[src/rtl/jackpot_pkg.sv]
// rtl/jackpot_pkg.sv - LED codes, monitor states and decode helpers shared with the game FSM
package jackpot_pkg;

  localparam logic [3:0] LED_ZERO    = 4'b1010;
  localparam logic [3:0] LED_S1      = 4'b0001;
  localparam logic [3:0] LED_S2      = 4'b0010;
  localparam logic [3:0] LED_S3      = 4'b0100;
  localparam logic [3:0] LED_S4      = 4'b1000;
  localparam logic [3:0] LED_FLASH   = 4'b1111;
  localparam logic [3:0] LED_NOFLASH = 4'b0000;

  typedef enum logic [2:0] {
    ST_UNSYNC,
    ST_ZERO_SEEN,
    ST_SPIN,
    ST_FLASH_ON,
    ST_FLASH_OFF
  } mon_state_e;

  function automatic logic is_spin_code(input logic [3:0] code);
    return (code == LED_S1) || (code == LED_S2) || (code == LED_S3) || (code == LED_S4);
  endfunction

  // Non-spin codes map to 0 so pos reads 0 whenever it is not valid.
  function automatic logic [1:0] onehot_to_idx(input logic [3:0] code);
    case (code)
      LED_S2:  return 2'd1;
      LED_S3:  return 2'd2;
      LED_S4:  return 2'd3;
      default: return 2'd0;
    endcase
  endfunction

  function automatic logic [3:0] idx_to_onehot(input logic [1:0] idx);
    return 4'b0001 << idx;
  endfunction

endpackage

[src/rtl/jackpot_monitor_if.sv]
// rtl/jackpot_monitor_if.sv - LED/switch observation bundle and monitor results
interface jackpot_monitor_if #(
  parameter int CNT_W = 8,
  parameter int WIN_W = 4
);

  logic [3:0]       leds_in;
  logic [3:0]       sw_pulse;
  logic [1:0]       pos;
  logic             pos_valid;
  logic             win;
  logic             flashing;
  logic [CNT_W-1:0] lap_count;
  logic [CNT_W-1:0] miss_count;
  logic [WIN_W-1:0] win_count;
  logic             proto_err;

  modport master (
    output leds_in, sw_pulse,
    input  pos, pos_valid, win, flashing, lap_count, miss_count, win_count, proto_err
  );

  modport slave (
    input  leds_in, sw_pulse,
    output pos, pos_valid, win, flashing, lap_count, miss_count, win_count, proto_err
  );

endinterface

[src/rtl/jackpot_monitor_sat_counter.sv]
// rtl/jackpot_monitor_sat_counter.sv - up counter that holds at all-ones
module sat_counter #(
  parameter int W = 8
) (
  input  logic         clk,
  input  logic         rst,
  input  logic         inc,
  output logic [W-1:0] count
);

  logic [W-1:0] count_q;

  // Count up on inc, stick at the maximum instead of wrapping.
  always_ff @(posedge clk) begin
    if (rst) begin
      count_q <= '0;
    end else if (inc && (count_q != {W{1'b1}})) begin
      count_q <= count_q + 1'b1;
    end
  end

  assign count = count_q;

endmodule

[src/rtl/jackpot_monitor.sv]
// rtl/jackpot_monitor.sv - protocol checker and score decoder for the slot-machine LED stream
module jackpot_monitor
  import jackpot_pkg::*;
#(
  parameter int CNT_W = 8,
  parameter int WIN_W = 4
) (
  input  logic              divided_clk,
  input  logic              RESET,
  jackpot_monitor_if.slave  mon
);

  mon_state_e       state_q;
  logic [3:0]       prev_leds_q;
  logic [3:0]       prev_sw_q;
  logic             win_q;
  logic             flashing_q;
  logic             proto_err_q;

  logic [1:0]       lit_idx;
  logic             hit;
  logic             next_ok;
  logic             win_inc;
  logic             lap_inc;
  logic             miss_inc;
  logic [CNT_W-1:0] lap_count;
  logic [CNT_W-1:0] miss_count;
  logic [WIN_W-1:0] win_count;

  assign mon.pos_valid = is_spin_code(mon.leds_in);
  assign mon.pos       = onehot_to_idx(mon.leds_in);

  // Judge the step from the previously lit reel and the pulse seen alongside it.
  always_comb begin
    lit_idx  = onehot_to_idx(prev_leds_q);
    hit      = prev_sw_q[lit_idx];
    next_ok  = (mon.leds_in == idx_to_onehot(lit_idx + 2'd1));
    win_inc  = (state_q == ST_SPIN) && hit && (mon.leds_in == LED_FLASH);
    lap_inc  = (state_q == ST_SPIN) && !hit && next_ok && (lit_idx == 2'd3);
    miss_inc = (state_q == ST_SPIN) && ((prev_sw_q & ~idx_to_onehot(lit_idx)) != 4'b0000);
  end

  // Protocol tracker: history registers, state, and the registered flags.
  always_ff @(posedge divided_clk) begin
    if (RESET) begin
      state_q     <= ST_UNSYNC;
      prev_leds_q <= 4'b0000;
      prev_sw_q   <= 4'b0000;
      win_q       <= 1'b0;
      flashing_q  <= 1'b0;
      proto_err_q <= 1'b0;
    end else begin
      prev_leds_q <= mon.leds_in;
      prev_sw_q   <= mon.sw_pulse;
      win_q       <= 1'b0;
      flashing_q  <= 1'b0;
      case (state_q)
        ST_UNSYNC: begin
          if (mon.leds_in == LED_ZERO) begin
            state_q <= ST_ZERO_SEEN;
          end else if (is_spin_code(mon.leds_in)) begin
            state_q <= ST_SPIN;
          end
        end
        ST_ZERO_SEEN: begin
          if (mon.leds_in == LED_S1) begin
            state_q <= ST_SPIN;
          end else if (mon.leds_in != LED_ZERO) begin
            state_q     <= ST_UNSYNC;
            proto_err_q <= 1'b1;
          end
        end
        ST_SPIN: begin
          if (hit && (mon.leds_in == LED_FLASH)) begin
            state_q    <= ST_FLASH_ON;
            win_q      <= 1'b1;
            flashing_q <= 1'b1;
          end else if (!hit && next_ok) begin
            state_q <= ST_SPIN;
          end else begin
            state_q     <= ST_UNSYNC;
            proto_err_q <= 1'b1;
          end
        end
        ST_FLASH_ON: begin
          if (mon.leds_in == LED_NOFLASH) begin
            state_q    <= ST_FLASH_OFF;
            flashing_q <= 1'b1;
          end else begin
            state_q     <= ST_UNSYNC;
            proto_err_q <= 1'b1;
          end
        end
        ST_FLASH_OFF: begin
          if (mon.leds_in == LED_FLASH) begin
            state_q    <= ST_FLASH_ON;
            flashing_q <= 1'b1;
          end else begin
            state_q     <= ST_UNSYNC;
            proto_err_q <= 1'b1;
          end
        end
        default: begin
          state_q <= ST_UNSYNC;
        end
      endcase
    end
  end

  sat_counter #(.W(WIN_W)) u_win_cnt (
    .clk   (divided_clk),
    .rst   (RESET),
    .inc   (win_inc),
    .count (win_count)
  );

  sat_counter #(.W(CNT_W)) u_lap_cnt (
    .clk   (divided_clk),
    .rst   (RESET),
    .inc   (lap_inc),
    .count (lap_count)
  );

  sat_counter #(.W(CNT_W)) u_miss_cnt (
    .clk   (divided_clk),
    .rst   (RESET),
    .inc   (miss_inc),
    .count (miss_count)
  );

  assign mon.win        = win_q;
  assign mon.flashing   = flashing_q;
  assign mon.proto_err  = proto_err_q;
  assign mon.lap_count  = lap_count;
  assign mon.miss_count = miss_count;
  assign mon.win_count  = win_count;

endmodule

[src/flat_wrapper.sv]
// flat-port wrapper written by rule: the top's interface ports become plain ports
module jackpot_monitor_flat import jackpot_pkg::*;
#(
  parameter int CNT_W = 8,
  parameter int WIN_W = 4
)
  (divided_clk, RESET, mon_leds_in, mon_sw_pulse, mon_pos, mon_pos_valid, mon_win, mon_flashing, mon_lap_count, mon_miss_count, mon_win_count, mon_proto_err);
  jackpot_monitor_if #(.CNT_W(CNT_W), .WIN_W(WIN_W)) mon_i ();
  input  logic divided_clk;
  input  logic RESET;
  input wire logic [$bits(mon_i.leds_in)-1:0] mon_leds_in;
  input wire logic [$bits(mon_i.sw_pulse)-1:0] mon_sw_pulse;
  output wire logic [$bits(mon_i.pos)-1:0] mon_pos;
  output wire logic [$bits(mon_i.pos_valid)-1:0] mon_pos_valid;
  output wire logic [$bits(mon_i.win)-1:0] mon_win;
  output wire logic [$bits(mon_i.flashing)-1:0] mon_flashing;
  output wire logic [$bits(mon_i.lap_count)-1:0] mon_lap_count;
  output wire logic [$bits(mon_i.miss_count)-1:0] mon_miss_count;
  output wire logic [$bits(mon_i.win_count)-1:0] mon_win_count;
  output wire logic [$bits(mon_i.proto_err)-1:0] mon_proto_err;
  assign mon_i.leds_in = mon_leds_in;
  assign mon_i.sw_pulse = mon_sw_pulse;
  assign mon_pos = mon_i.pos;
  assign mon_pos_valid = mon_i.pos_valid;
  assign mon_win = mon_i.win;
  assign mon_flashing = mon_i.flashing;
  assign mon_lap_count = mon_i.lap_count;
  assign mon_miss_count = mon_i.miss_count;
  assign mon_win_count = mon_i.win_count;
  assign mon_proto_err = mon_i.proto_err;
  jackpot_monitor #(.CNT_W(CNT_W), .WIN_W(WIN_W)) u_core (.divided_clk(divided_clk), .RESET(RESET), .mon(mon_i));
endmodule
[config.mk]
export PLATFORM = sky130hd
export DESIGN_NAME = jackpot_monitor_flat
export DESIGN_NICKNAME = d
export VERILOG_FILES = /design/src/rtl/jackpot_pkg.sv /design/src/rtl/jackpot_monitor_if.sv /design/src/rtl/jackpot_monitor_sat_counter.sv /design/src/rtl/jackpot_monitor.sv /design/src/flat_wrapper.sv
export SDC_FILE = /design/constraint.sdc
export NUM_CORES = 1
export LEC_CHECK = 0
export ABC_AREA = 1
export BUFFER_PORTS_ARGS = -buffer_cell sky130_fd_sc_hd__buf_2
export CAP_MARGIN = 10
export CORE_ASPECT_RATIO = 0.7
export CORE_MARGIN = 5
export CORE_UTILIZATION = 40
export DETAILED_ROUTE_END_ITERATION = 6
export GPL_TIMING_DRIVEN = 0
export MAX_ROUTING_LAYER = met4
export PLACE_DENSITY = 0.63
export SKIP_CTS_REPAIR_TIMING = 1
export SYNTH_ARGS = -nofsm -noshare
export SYNTH_HDL_FRONTEND = slang
export SYNTH_SLANG_ARGS = --single-unit
[constraint.sdc]
create_clock -name divided_clk -period 2.6 [get_ports divided_clk]
set_clock_uncertainty 0.15 [all_clocks]
set_input_delay 0.13 -clock divided_clk [delete_from_list [all_inputs] [get_ports divided_clk]]
set_output_delay 0.13 -clock divided_clk [all_outputs]
set_load 0.005 [all_outputs]
# After elaboration in Yosys (flattened, before gate mapping)
# Index checks and enable logic that the tools add are counted.
dict set report word_totals {
  register_bits 34
  latchBits 0
  ram_bits 0
  mem_bits_ro 0
  inputBits 10
  wordCells 92
  mem_count 0
}
dict set report classes {
  n_addsub 4
  n_mul 0
  div_mod_pow 0
  magnitude_cmp 1
  eq_ne 27
  n_shift 2
  n_mux 24
  n_bitwise 3
  n_reduce_logical 22
}
# cell count
set op_table {}
lappend op_table {{$mux 3} 6}
lappend op_table {{$add 8x1->8 const B} 2}
lappend op_table {{$eq 4x4->1 const B} 4}
lappend op_table {{$ne 8x8->1 const B} 2}
lappend op_table {{$pmux 3 s5} 1}
lappend op_table {{$pmux 2 s3} 2}
lappend op_table {{$logic_and 1x1->1} 11}
lappend op_table {{$mux 1} 10}
lappend op_table {{$ne 2x2->1 const B} 5}
lappend op_table {{$eq 4x2->1 const B} 2}
lappend op_table {{$eq 4x3->1 const B} 2}
lappend op_table {{$ne 4x4->1 const B} 2}
lappend op_table {{$reduce_bool 4->1} 2}
lappend op_table {{$shl 1x2->4 const A} 2}
lappend op_table {{$reduce_and 7->1} 1}
lappend op_table {{$eq 3x2->1 const B} 2}
lappend op_table {{$add 4x1->4 const B} 1}
lappend op_table {{$and 4x4->4} 1}
lappend op_table {{$eq 4x1->1 const B} 1}
lappend op_table {{$eq 4x4->1} 1}
lappend op_table {{$logic_not 4->1} 1}
lappend op_table {{$mux 2} 2}
lappend op_table {{$not 4->4} 1}
lappend op_table {{$pmux 1 s4} 1}
lappend op_table {{16 further kinds} 18}

# Depth between registers and ports, before layout
dict set report depth {
  ltp_word 9
  ltp_mapped 14
  depth_no_buf 14
}

# By module
# From an unflattened synthesis, not the netlist that was laid out.
dict set report hier_totals {
  cells_unflattened 320
  hier_area_um2 2025.7
}
# module instances cells_each area_each_um2
set modules_own_cells {}
lappend modules_own_cells {{sat_counter (u_core.u_lap_cnt ...)} 2 77 484.2}
lappend modules_own_cells {jackpot_monitor 1 137 855.8}
lappend modules_own_cells {{sat_counter (u_core.u_win_cnt)} 1 29 201.4}

# Worst setup path after synthesis
# Ideal clock, no wire load.
dict set report synth_timing {
  kind {reg-to-reg}
  from {reg u_core.prev_leds_q[3]}
  to {reg u_core.state_q[0]}
  setup_time_ns 0.119
  t_arrival_ns 1.335
  t_required_ns 2.331
  slack_ns 0.996
  stages_incl_launch_ff 12
  n_path_buf 0
  cell_sequence {dfxtp_1 -> inv_2 -> nor2_2 -> nand2_2 -> nand2_2 -> nor2_1 -> nand2_1 -> nand2_2 -> nand2_1 -> nand2_1 -> o31ai_1 -> inv_1}
}
dict set report synth_via {
  elab_chain_len 7
  word_cells_on_any_way 9
}
# item line
set synth_lines {}
lappend synth_lines {{from (decl)} jackpot_monitor.sv:14} ;# logic [3:0] prev_leds_q;
lappend synth_lines {{from (signal assigned)} jackpot_monitor.sv:53} ;# prev_leds_q <= mon.leds_in;
lappend synth_lines {{$eq 4x4->1 (tied with other cells)} jackpot_pkg.sv:26} ;# case (code)
lappend synth_lines {{$pmux 2 s3 (*)} jackpot_pkg.sv:26}
lappend synth_lines {{$bmux 1 s2 (*)} jackpot_monitor.sv:36} ;# hit = prev_sw_q[lit_idx];
lappend synth_lines {{$mux 1 (not written as such) (*)} jackpot_monitor.sv:36}
lappend synth_lines {{$logic_and 1x1->1 (*)} jackpot_monitor.sv:74} ;# if (hit && (mon.leds_in == LED_FLASH)) begin
lappend synth_lines {{$mux 3 (*)} jackpot_monitor.sv:74}
lappend synth_lines {{$pmux 3 s5 (*)} jackpot_monitor.sv:57} ;# case (state_q)
lappend synth_lines {{to (signal assigned)} jackpot_monitor.sv:60} ;# state_q <= ST_ZERO_SEEN;
lappend synth_lines {{to (signal assigned)} jackpot_monitor.sv:62} ;# state_q <= ST_SPIN;
lappend synth_lines {{to (signal assigned)} jackpot_monitor.sv:75} ;# state_q <= ST_FLASH_ON;
lappend synth_lines {{to (decl)} jackpot_monitor.sv:13} ;# mon_state_e state_q;
# Mark *: on every way between the ends. The rest lies on a longest branch, timed or not. The select of a mux whose other input is x is not followed.
# A chain may end at the register's enable or synchronous reset.

# Worst setup path in the final report
dict set report layout_timing {
  from {reg u_core.state_q[2]}
  to {reg u_core.u_win_cnt.count_q[2] (netlist: u_core.u_win_cnt.count[2])}
}
dict set report layout_via {
  elab_chain_len 4
}
# item line
set layout_lines {}
lappend layout_lines {{from (signal assigned)} jackpot_monitor.sv:46} ;# state_q <= ST_UNSYNC;
lappend layout_lines {{from (signal assigned)} jackpot_monitor.sv:60}
lappend layout_lines {{from (signal assigned)} jackpot_monitor.sv:62}
lappend layout_lines {{$eq 3x2->1} jackpot_monitor.sv:38} ;# win_inc = (state_q == ST_SPIN) && hit && (mon.leds_in == LED_FLASH);
lappend layout_lines {{$logic_and 1x1->1 (2 in series)} jackpot_monitor.sv:38}
lappend layout_lines {{$logic_and 1x1->1} jackpot_monitor_sat_counter.sv:17} ;# end else if (inc && (count_q != {W{1'b1}})) begin
lappend layout_lines {{to (signal assigned)} jackpot_monitor_sat_counter.sv:18} ;# count_q <= count_q + 1'b1;
lappend layout_lines {{to (decl)} jackpot_monitor_sat_counter.sv:11} ;# logic [W-1:0] count_q;
# No other way between the ends.

==> flow_summary.toml <==
[grt]
grt_overflow = 0
grtUsageTotal_pct = 15.7
antenna_found_initial = 0
grt_max_degree = 13
grt_pass1_vias = 1638
grt_pass1_wl_um = 7430

[clock_tree]
cts_tree = "built"
clock_path_buffers = 2
ctsHtreeMaxLevel = 2
clock_latency_ns = 0.29
clkSinkCount = 34
cts_made_buffers = 5
cts-root-buf = "clkbuf_8"
cts.clk_slew.worst_paths_ns = 0.08

[logic_synthesis]
netlist_instances = 286
synth.yosys.seq_area_share_pct = 35.8
syn_area_per_cell_um2 = 6.65
yosys-top-cells-count = "nand2_1 (61), inv_1 (42), nor2_1 (37), dfxtp_1 (34), nand3_1 (21)"
synth_edf_count = 0
synthArstFlopShare_pct = 0
synth_cell_types = 28
synth-seq-cells = 34
synth_top_area_cell = "dfxtp_1"
synthTopCellsByArea = "dfxtp_1 (36%), nand2_1 (12%), inv_1 (8.3%)"
synth_fp_nets = 299
syn_area_mm2 = 0.00190
yosys_most_used_dff = "dfxtp_1"
synth_most_common_cell = "nand2_1"
netlist.area_leader.share_pct = 35.8
yosys_warnings = 0

[die]
fp-row-count = 21
coreArea_mm2 = 0.00470
fp.dieArea_mm2 = 0.00626
die_height_um = 67.7
die_w_um = 92.4
io_pins = 36
initial_core_util_pct = 40.5

[route]
drt-initial-drc-count = 98
drt_first_pass_iters = 4
routedWlPerCell_um = 11.7
wl_um = 4540
antenna_left = 0
vias_per_cell = 4.93
vias = 1916
drc_errors = 0

[placement]
dp_hpwl_um = 3430
place_ws_ns = 0.707
gp_congestion = 0.892
port_buffers = 34

[final_layout]
antenna-diode-count = 0
drive_above_1_share_pct = 19.9
syn_to_final_growth_pct = 22.0
finish.utilization_pct = 49.4
fin_nets = 344

[timing]
period_share_pct = 73.4
final_hold_viol_count = 0
maxSlewHeadroom_pct = 61.3
tightest_slew_ns = 0.581
rsz0062_at_grt = "no"
max_freq_ghz = 0.524
drv_slew = 0
setup_tns_ns = 0
setup_viol = 0
fin_crit_ns = 1.91
worst_slack_ns = 0.692

[critical_path]
regToRegSetupSlack_ns = 0.69
critical-path-slowest-cell = "nor4_1"
slowest_delay_ns = 0.46
crit_top_cell = "nand2_1"
arrival_ns = 1.98
crit_required_ns = 2.68
end_kind = "flip-flop"
path_class = "flip-flop to flip-flop"
start_kind = "flip-flop"
cp_max_fo = 5
critical-path-top-delay-family = "simple AND/OR/NAND/NOR gates"
path_buf_inv = 1
cp_cell_sequence = "inv_1 -> nand3_1 -> nor4_1 -> nand2_1 -> nor2_2 -> nand2_1 -> a22oi_2"

[power]
p_sw_share_pct = 24.2
p_leak_nw = 1.13
combPwrFrac_pct = 10.9
seqPwrFrac_pct = 42.8
power.internal_uw = 967
p_switching_uw = 309
clkPwrFrac_pct = 46.3
powerDensity_mw_per_mm2 = 549
vdd_drop_max_mv = 0.242

[job]
cap_violations = 0

[min_path]
min_path_type = "primary input to flip-flop"

[status]
outcome = "complete, no violations"
==> stage by stage <==
| stage | power [mW] | hold WS, ns | area [um^2] | std cells |
|---|---|---|---|---|
| after global routing | 1.33 | 0.0334 | 2320 | 389 |
| final | 1.28 | 0.0203 | 2320 | 389 |
| after floorplan | 0.650 | 0.0870 | 1900 | 286 |
| after CTS | 1.29 | -0.120 | 2280 | 385 |
| after detailed placement | 0.692 | 0.189 | 2140 | 377 |
| after global placement | 0.691 | 0.187 | 2140 | 377 |
==> cells in the final DEF, fill, tap and decap left out, types with 2 or more instances in the layout <==
master          n
nand4_1        10
clkbuf_8        5
xor2_1          6
nand2_2         7
dfxtp_1        34
nand3_2         2
bufinv_16       2
inv_1          42
ha_1            3
nor2_2          5
a21oi_1        16
nor2_1         37
o31ai_1         2
inv_2           5
buf_2          34
o21ai_1         2
buf_1           2
nor2_4          3
dlygate4sd3_1   4
a31oi_1         2
nand3_1        21
nand2_1        61
xnor2_1         4
nor3_1          8
nor4_1          3
o21ai_0         5
==> flip-flops by register name, indices dropped and copies added, names as in the netlist <==
signal                   cells
u_core.u_lap_cnt.count       8
u_core.u_miss_cnt.count      8
u_core.prev_leds_q           4
u_core.prev_sw_q             4
u_core.u_win_cnt.count       4
u_core.state_q               3
u_core.mon.flashing          1
u_core.mon.proto_err         1
u_core.mon.win               1
==> path summary, 6_finish.rpt <==
| path | from | to | cells past startpoint |
|---|---|---|---|
| worst max register to register | u_core.state_q[2] | u_core.u_win_cnt.count[2] | 7 |
| worst min-delay path | mon_leds_in[2] | u_core.prev_leds_q[2] | 3 |
| worst max-delay path | u_core.state_q[2] | u_core.u_win_cnt.count[2] | 7 |
| worst min register to register | u_core.mon.proto_err | u_core.mon.proto_err | 2 |
==> power groups by stage <==
stage / sequential [mW] / clock, mW / combinational (mW)
final: 0.546 / 0.591 / 0.138
after global routing: 0.548 / 0.628 / 0.158
after detailed placement: 0.558 / 0 / 0.134
after CTS: 0.546 / 0.610 / 0.134
after global placement: 0.558 / 0 / 0.133
after floorplan: 0.556 / 0 / 0.0940
==> tightest hold or removal path, delay by kind of cell <==
family	cells	cell delay [ns]
buf+inv	2	0.21
simple gates	1	0.08
==> area by class of cell <==
type                       instances  area, um^2
fill                             507        2380
multi-input combinational        202        1030
sequential                        34         681
timing repair buffer              38         210
inverter                          47         176
tap                               57        71.3
clock buffer                       5        68.8
clock inverter                     3        68.8
buffer                             3        11.3
==> layer usage <==
layer	global-route usage, %	part of all wire [%]	routed length [um]	vias to the layer above
met3	3.90	5.7	257	5
met2	22.0	39	1780	49
met4	6.67	1.6	71	0
met1	21.4	53	2420	859
li1	-	-	-	1003
met5	-	0	0	-
==> cell families (layout without fill, tap and decap cells) <==
logic type	Yosys count	count (layout)	synth area share, %
compound gates	30	30	8.88
simple gates	159	159	38.9
buf+inv	50	96	9.86
xor+xnor	10	10	4.60
flops	34	34	35.8
fa+ha+maj	3	3	1.97
Power figures use the tool's default switching activity.
